## config.mk

```make
export PLATFORM = sky130hd
export DESIGN_NAME = gray_conv_arbiter
export DESIGN_NICKNAME = d
export VERILOG_FILES = /design/src/rtl/gray_conv_arbiter.sv
export SDC_FILE = /design/constraint.sdc
export NUM_CORES = 1
export LEC_CHECK = 0
export CAP_MARGIN = 20
export CORE_ASPECT_RATIO = 0.9
export CORE_UTILIZATION = 48
export CTS_BUF_LIST = sky130_fd_sc_hd__clkbuf_2
export CTS_CLUSTER_SIZE = 25
export DETAILED_ROUTE_END_ITERATION = 8
export HOLD_SLACK_MARGIN = 0.1
export PLACE_DENSITY = 0.92
export SETUP_SLACK_MARGIN = 0.5
export SYNTH_ARGS = -nofsm -noshare
export SYNTH_HDL_FRONTEND = slang
export SYNTH_SLANG_ARGS = --single-unit
export TNS_END_PERCENT = 50
```

## constraint.sdc

```tcl
create_clock -name clk -period 2.1 [get_ports clk]
set_input_delay 0.21 -clock clk [delete_from_list [all_inputs] [get_ports clk]]
set_output_delay 0.21 -clock clk [all_outputs]
set_load 0.1 [all_outputs]
```

## src/rtl/gray_conv_arbiter.sv

```systemverilog
// Two-requester arbiter that shares one registered binary-to-Gray stage with a valid/ready output.
// Define GRAY_ARB_RR_EN for round-robin arbitration; otherwise requester 0 has fixed priority.
module gray_conv_arbiter #(
    parameter int unsigned WIDTH = 4
) (
    input  logic             clk,
    input  logic             rst_n,
    input  logic             req0,
    input  logic [WIDTH-1:0] bin0,
    output logic             gnt0,
    input  logic             req1,
    input  logic [WIDTH-1:0] bin1,
    output logic             gnt1,
    output logic [WIDTH-1:0] gray_out,
    output logic             gray_valid,
    output logic             gray_src,
    input  logic             gray_ready,
    output logic             busy,
    output logic [7:0]       conv_count
);

    typedef enum logic [1:0] {StIdle, StConv, StHold} state_e;

    state_e           state_q, state_d;
    logic [WIDTH-1:0] bin_q, bin_d;
    logic             src_q, src_d;
    logic             gnt0_q, gnt0_d;
    logic             gnt1_q, gnt1_d;
    logic [WIDTH-1:0] gray_q, gray_d;
    logic             valid_q, valid_d;
    logic             gsrc_q, gsrc_d;
    logic [7:0]       count_q, count_d;
    logic             win;

`ifdef GRAY_ARB_RR_EN
    logic last_q, last_d;

    // On contention the requester that did not win last time goes next.
    always_comb begin
        if (req0 && req1) win = ~last_q;
        else              win = ~req0;
    end
`else
    assign win = ~req0;
`endif

    always_ff @(posedge clk or negedge rst_n) begin
        if (!rst_n) state_q <= StIdle;
        else        state_q <= state_d;
    end

    always_comb begin
        state_d = state_q;
        case (state_q)
            StIdle:  if (req0 || req1) state_d = StConv;
            StConv:  state_d = StHold;
            StHold:  if (gray_ready) state_d = StIdle;
            default: state_d = StIdle;
        endcase
    end

    always_comb begin
        bin_d   = bin_q;
        src_d   = src_q;
        gnt0_d  = 1'b0;
        gnt1_d  = 1'b0;
        gray_d  = gray_q;
        valid_d = valid_q;
        gsrc_d  = gsrc_q;
        count_d = count_q;
`ifdef GRAY_ARB_RR_EN
        last_d  = last_q;
`endif
        case (state_q)
            StIdle: begin
                if (req0 || req1) begin
                    bin_d  = win ? bin1 : bin0;
                    src_d  = win;
                    gnt0_d = ~win;
                    gnt1_d = win;
`ifdef GRAY_ARB_RR_EN
                    last_d = win;
`endif
                end
            end
            StConv: begin
                gray_d  = bin_q ^ (bin_q >> 1);
                gsrc_d  = src_q;
                valid_d = 1'b1;
            end
            StHold: begin
                if (gray_ready) begin
                    valid_d = 1'b0;
                    count_d = count_q + 8'd1;
                end
            end
            default: ;
        endcase
    end

    always_ff @(posedge clk or negedge rst_n) begin
        if (!rst_n) begin
            bin_q   <= '0;
            src_q   <= 1'b0;
            gnt0_q  <= 1'b0;
            gnt1_q  <= 1'b0;
            gray_q  <= '0;
            valid_q <= 1'b0;
            gsrc_q  <= 1'b0;
            count_q <= 8'd0;
`ifdef GRAY_ARB_RR_EN
            last_q  <= 1'b1;
`endif
        end else begin
            bin_q   <= bin_d;
            src_q   <= src_d;
            gnt0_q  <= gnt0_d;
            gnt1_q  <= gnt1_d;
            gray_q  <= gray_d;
            valid_q <= valid_d;
            gsrc_q  <= gsrc_d;
            count_q <= count_d;
`ifdef GRAY_ARB_RR_EN
            last_q  <= last_d;
`endif
        end
    end

    assign gnt0       = gnt0_q;
    assign gnt1       = gnt1_q;
    assign gray_out   = gray_q;
    assign gray_valid = valid_q;
    assign gray_src   = gsrc_q;
    assign busy       = (state_q != StIdle);
    assign conv_count = count_q;

endmodule

```

Word level (Yosys, flattened, before mapping)
Cells that the tools add are included.

Bits of input ports: 13. Memories kept: 0. Latch bits: 0. Bits in registers: 23. Memory bits (read-only): 0. Memory bits (writable): 0.

Bitwise operators: 2. Equality and inequality tests: 4. $add $sub $neg: 1. Shifts and indexed selects: 0. Magnitude comparators: 0. Reduce and logical (&&, ||, !) cells: 8. $mul: 0. Multiplexer cells: 10. Divide/modulo/power cells: 0.

Operators with widths (count): adder 8 x 1 -> 8 bit, second input constant (1); AND reduction 2 bit (4); case mux 2 bit (3 select lines) (1); 2-to-1 mux 1 bit (5); 2-to-1 mux 2 bit (2); 2-to-1 mux 4 bit (1); inequality test 2 bit, second input constant (2); nonzero test 2 bit (2); bitwise XOR 4 x 3 -> 4 bit (1); == test 2 x 1 -> 1 bit, second input constant (1); == test 2 bit, second input constant (1); zero test 2 bit (1); case mux 1 bit (2 select lines) (1); logical OR 1 bit (1); inverter 1 bit (1).

Logic depth before layout (Yosys ltp)
Word-level depth: 3. Gate-level depth with buffers: 4. Depth with buffers taken out: 4.

Worst setup path before layout
No wires, ideal clock.

Path type: register to register. Start point: register count_q[0], in the netlist conv_count[0]. End point: register count_q[7], in the netlist conv_count[7]. Buffers on the path: 0. Slack: 0.327 ns. Cell stages (with the launch flop): 4. Setup time: 0.161 ns. Data required time: 1.939 ns. Arrival time: 1.611 ns. Cells stage by stage: dfrtp_1 nand3_1 nor4_4 xor2_1.

Cells in the longest elaborated chain, start to end: 1.

RTL lines: start, declared (RTL line 32) `logic [7:0] count_q, count_d;`; start signal, assigned (RTL line 122) `count_q <= count_d;`; adder 8 x 1 -> 8 bit (RTL line 94) `count_d = count_q + 8'd1;`.

No other way between the ends. A chain may end at the register's enable or synchronous reset.

Worst setup path in the final report
Start point: register state_q[1]. End point: output port busy.

Cells in the longest elaborated chain, start to end: 1.

RTL lines: start, declared (RTL line 24) `state_e state_q, state_d;`; start signal, assigned (RTL line 48) `if (!rst_n) state_q <= StIdle;`; start signal, assigned (RTL line 49) `else state_q <= state_d;`; nonzero test 2 bit (RTL line 134) `assign busy = (state_q != StIdle);`; end, declared (RTL line 18) `output logic busy,`.

No other way between the ends.

==> run_results.csv <==
group,metric,value,unit
synthesis,synth_simple_gate_area_frac,0.1545,
routing,vias,679,
routing,drc,0,
placed_design,place.gp.congestion,0.6811,
job,max_cap_violations,0,
floorplan,fp-row-count,15,
final_layout,syn_to_final_growth,30.90,%
timing,drv_slew,0,
clocking,cts_setup_buffers,0,
global_routing,grt_pass1_wl,2.635,mm
final_layout,num_antenna_cells,0,
clocking,root_buffer,"clkbuf_2",
global_routing,grt_start_max_net_pins,24,
routing,ant_nets,0,
critical_path,crit_type,"reg -> out",
synthesis,synth_mux_area_frac,0.1112,
clocking,cts_buffers,3,
critical_path,end_kind,"primary output",
floorplan,die_w,50.41,um
global_routing,antenna_found_initial,0,
critical_path,crit_buf_inv,2,
timing,max_freq,680.7,MHz
global_routing,grt_usage,0.1587,
synthesis,synth_top_area_cell,"dfrtp_1",
synthesis,synth_area,0.001012,sq mm
final_layout,nNetsFinal,131,
placed_design,port_buffers,29,
timing,worst_hold_slack,204.5,ps
floorplan,die_area,0.002297,sq mm
timing,tns,0,ps
floorplan,die_h,45.57,um
critical_path,cp_slowest_cell,"dfrtp_2",
synthesis,syn_inst,84,
timing,slew_headroom,0.8079,
placed_design,hpwl,1.316,mm
clocking,cts_tree,"built",
synthesis,synth_top_area_share,0.5686,
clocking,cts.htree.levels,1,
timing,finalCritPeriodShare,0.6996,
synthesis,synth_fp_nets,98,
clocking,clk_pin_slew,220,ps
synthesis,ys_seq_elements,23,
routing,routed_wl,1.649,mm
routing,wl_per_cell,11.70,um
critical_path,critPathMaxStageDelay,510,ps
clocking,cts_sinks,23,
routing,firstDrtPassIters,6,
status,status,"finished, final reports clean",
timing,setup_viol,0,
routing,drtIter0Drc,5,
floorplan,pin_count,30,
timing,worstMarginPinSlew,288.1,ps
synthesis,synth_top_family_by_area,"simple AND/OR/NAND/NOR gates",
timing,period_minus_slack,1469,ps
synthesis,synth.avg_cell_area,12.05,sq um
synthesis,synthAdderAreaFrac,0.01236,
timing,fin_worst_skew,18.18,ps
global_routing,grt-ovfl-total,0,
critical_path,crit_arrival,1260,ps
synthesis,ys_types,23,
clocking,insertion_delay,320,ps
synthesis,synth.area.top_cells,"dfrtp_1 (57%), mux2_2 (11%), xnor2_1 (6.1%)",
routing,drt-vias-per-instance,4.816,
critical_path,start_kind,"flop",
critical_path,critical-path-top-delay-family,"flip-flops",
min_path,hp-class,"in -> async",
final_layout,layout-drive-gt1-share,0.3879,
critical_path,critPathRequiredTime,1890,ps
timing,hold_violations,0,
timing,rsz0062_at_grt,"no",
synthesis,yosysWarnings,0,
synthesis,ys_seq_area_frac,0.5686,
floorplan,core_area,0.001952,sq mm
critical_path,cp_cell_sequence,"nor2_4 -> inv_1 -> buf_4",
synthesis,synth_compound_area_frac,0.04326,
synthesis,synth_xor_area_frac,0.08653,
clocking,cts_buffer_depth,2,
critical_path,cp_max_fo,6,
floorplan,start_util,0.5186,
global_routing,first_global_vias,607,
==> final cells by class <==
class	count	area, sq um
clock inverter	1	5.005
tap	25	31.28
inverter	4	15.01
multi-input combinational	55	417.9
timing repair buffer	30	255.2
sequential	23	585.6
fill	158	626.9
clock buffer	3	15.01
==> routing by layer <==
layer | GRT usage | vias to the layer above | wire length (um)
met1 | 0.1918 | 320 | 706
met2 | 0.2907 | 20 | 872
met3 | 0.04000 | 0 | 69
li1 | - | 339 | -
met4 | 0.03333 | 0 | 0
met5 | 0 | - | 0
==> path summary, 6_finish.rpt <==
path / from / to / slack, ps / cells after the start
min in group clk: conv_count[7] / conv_count[7] / 490 / 1
min reg2reg: conv_count[7] / conv_count[7] / 490 / 1
max reg2reg: state_q[1] / gray_src / 860 / 2
max in group asynchronous: rst_n / conv_count[4] / 1640 / 2
min: rst_n / conv_count[6] / 200 / 2
max: state_q[1] / busy / 630 / 3
==> Yosys cell counts, drive strengths merged <==
library cell	number
nor4	1
or2b	1
ha	1
clkbuf	1
nand2b	1
nand2	10
and3b	1
inv	4
mux2	10
xor2	3
nand3	2
nand4	1
xnor2	7
buf	1
dfrtp	23
a21oi	2
nor3	2
and2	1
o21ai	6
nand3b	1
nor2	5
==> what timing repair did <==
item / in CTS / in global routing
gates resized for setup: 0 / 2
setup endpoints to repair: 0 / 1
hold buffers: 0 / 0
==> cell families (layout without fill, tap and decap cells) <==
logic type                 count (synthesis)  after routing
and+or+nand+nor                           26             26
DFF                                       23             23
xor gates and xnor gates                  10             10
muxes                                     10             10
AOI/OAI and AO/OA                          8              8
buffers and inverters                      6             38
adders and majority gates                  1              1
==> cells in the final DEF (no fill, tap or decap), types with 3 or more instances in the layout <==
cell             count
nor2_1               4
o21ai_0              5
xnor2_1              7
dfrtp_1             15
buf_4               18
nand2_1             10
inv_1                4
mux2_2              10
xor2_1               3
clkdlybuf4s50_1     12
clkbuf_2             3
dfrtp_2              8
==> worst register-to-register path, delay by kind of cell, from the launching register on <==
kind          cells  cell delay, ps
simple gates      1             300
flops             1             490
mux               1             370
==> flip-flops by register name, indices dropped and copies added (netlist names) <==
signal and count:
gray_valid 1, gnt0 1, src_q 1, state_q 2
gray_out 4, gray_src 1, bin_q 4, gnt1 1
conv_count 8
==> metrics by stage <==
step                        util  cell area (sq um)  setup WS, ps  cells
final                     0.6788               1325         630.9    141
after global routing      0.6788               1325         539.3    141
after CTS                 0.6756               1319         532.2    141
after detailed placement  0.6654               1299         494.5    137
after global placement    0.6654               1299         538.6    137
after floorplan                -               1021         671.0     84
Power is left out: the tool's default activity adds up to more than one toggle a clock period on the data nets, which glitch-free logic cannot reach.
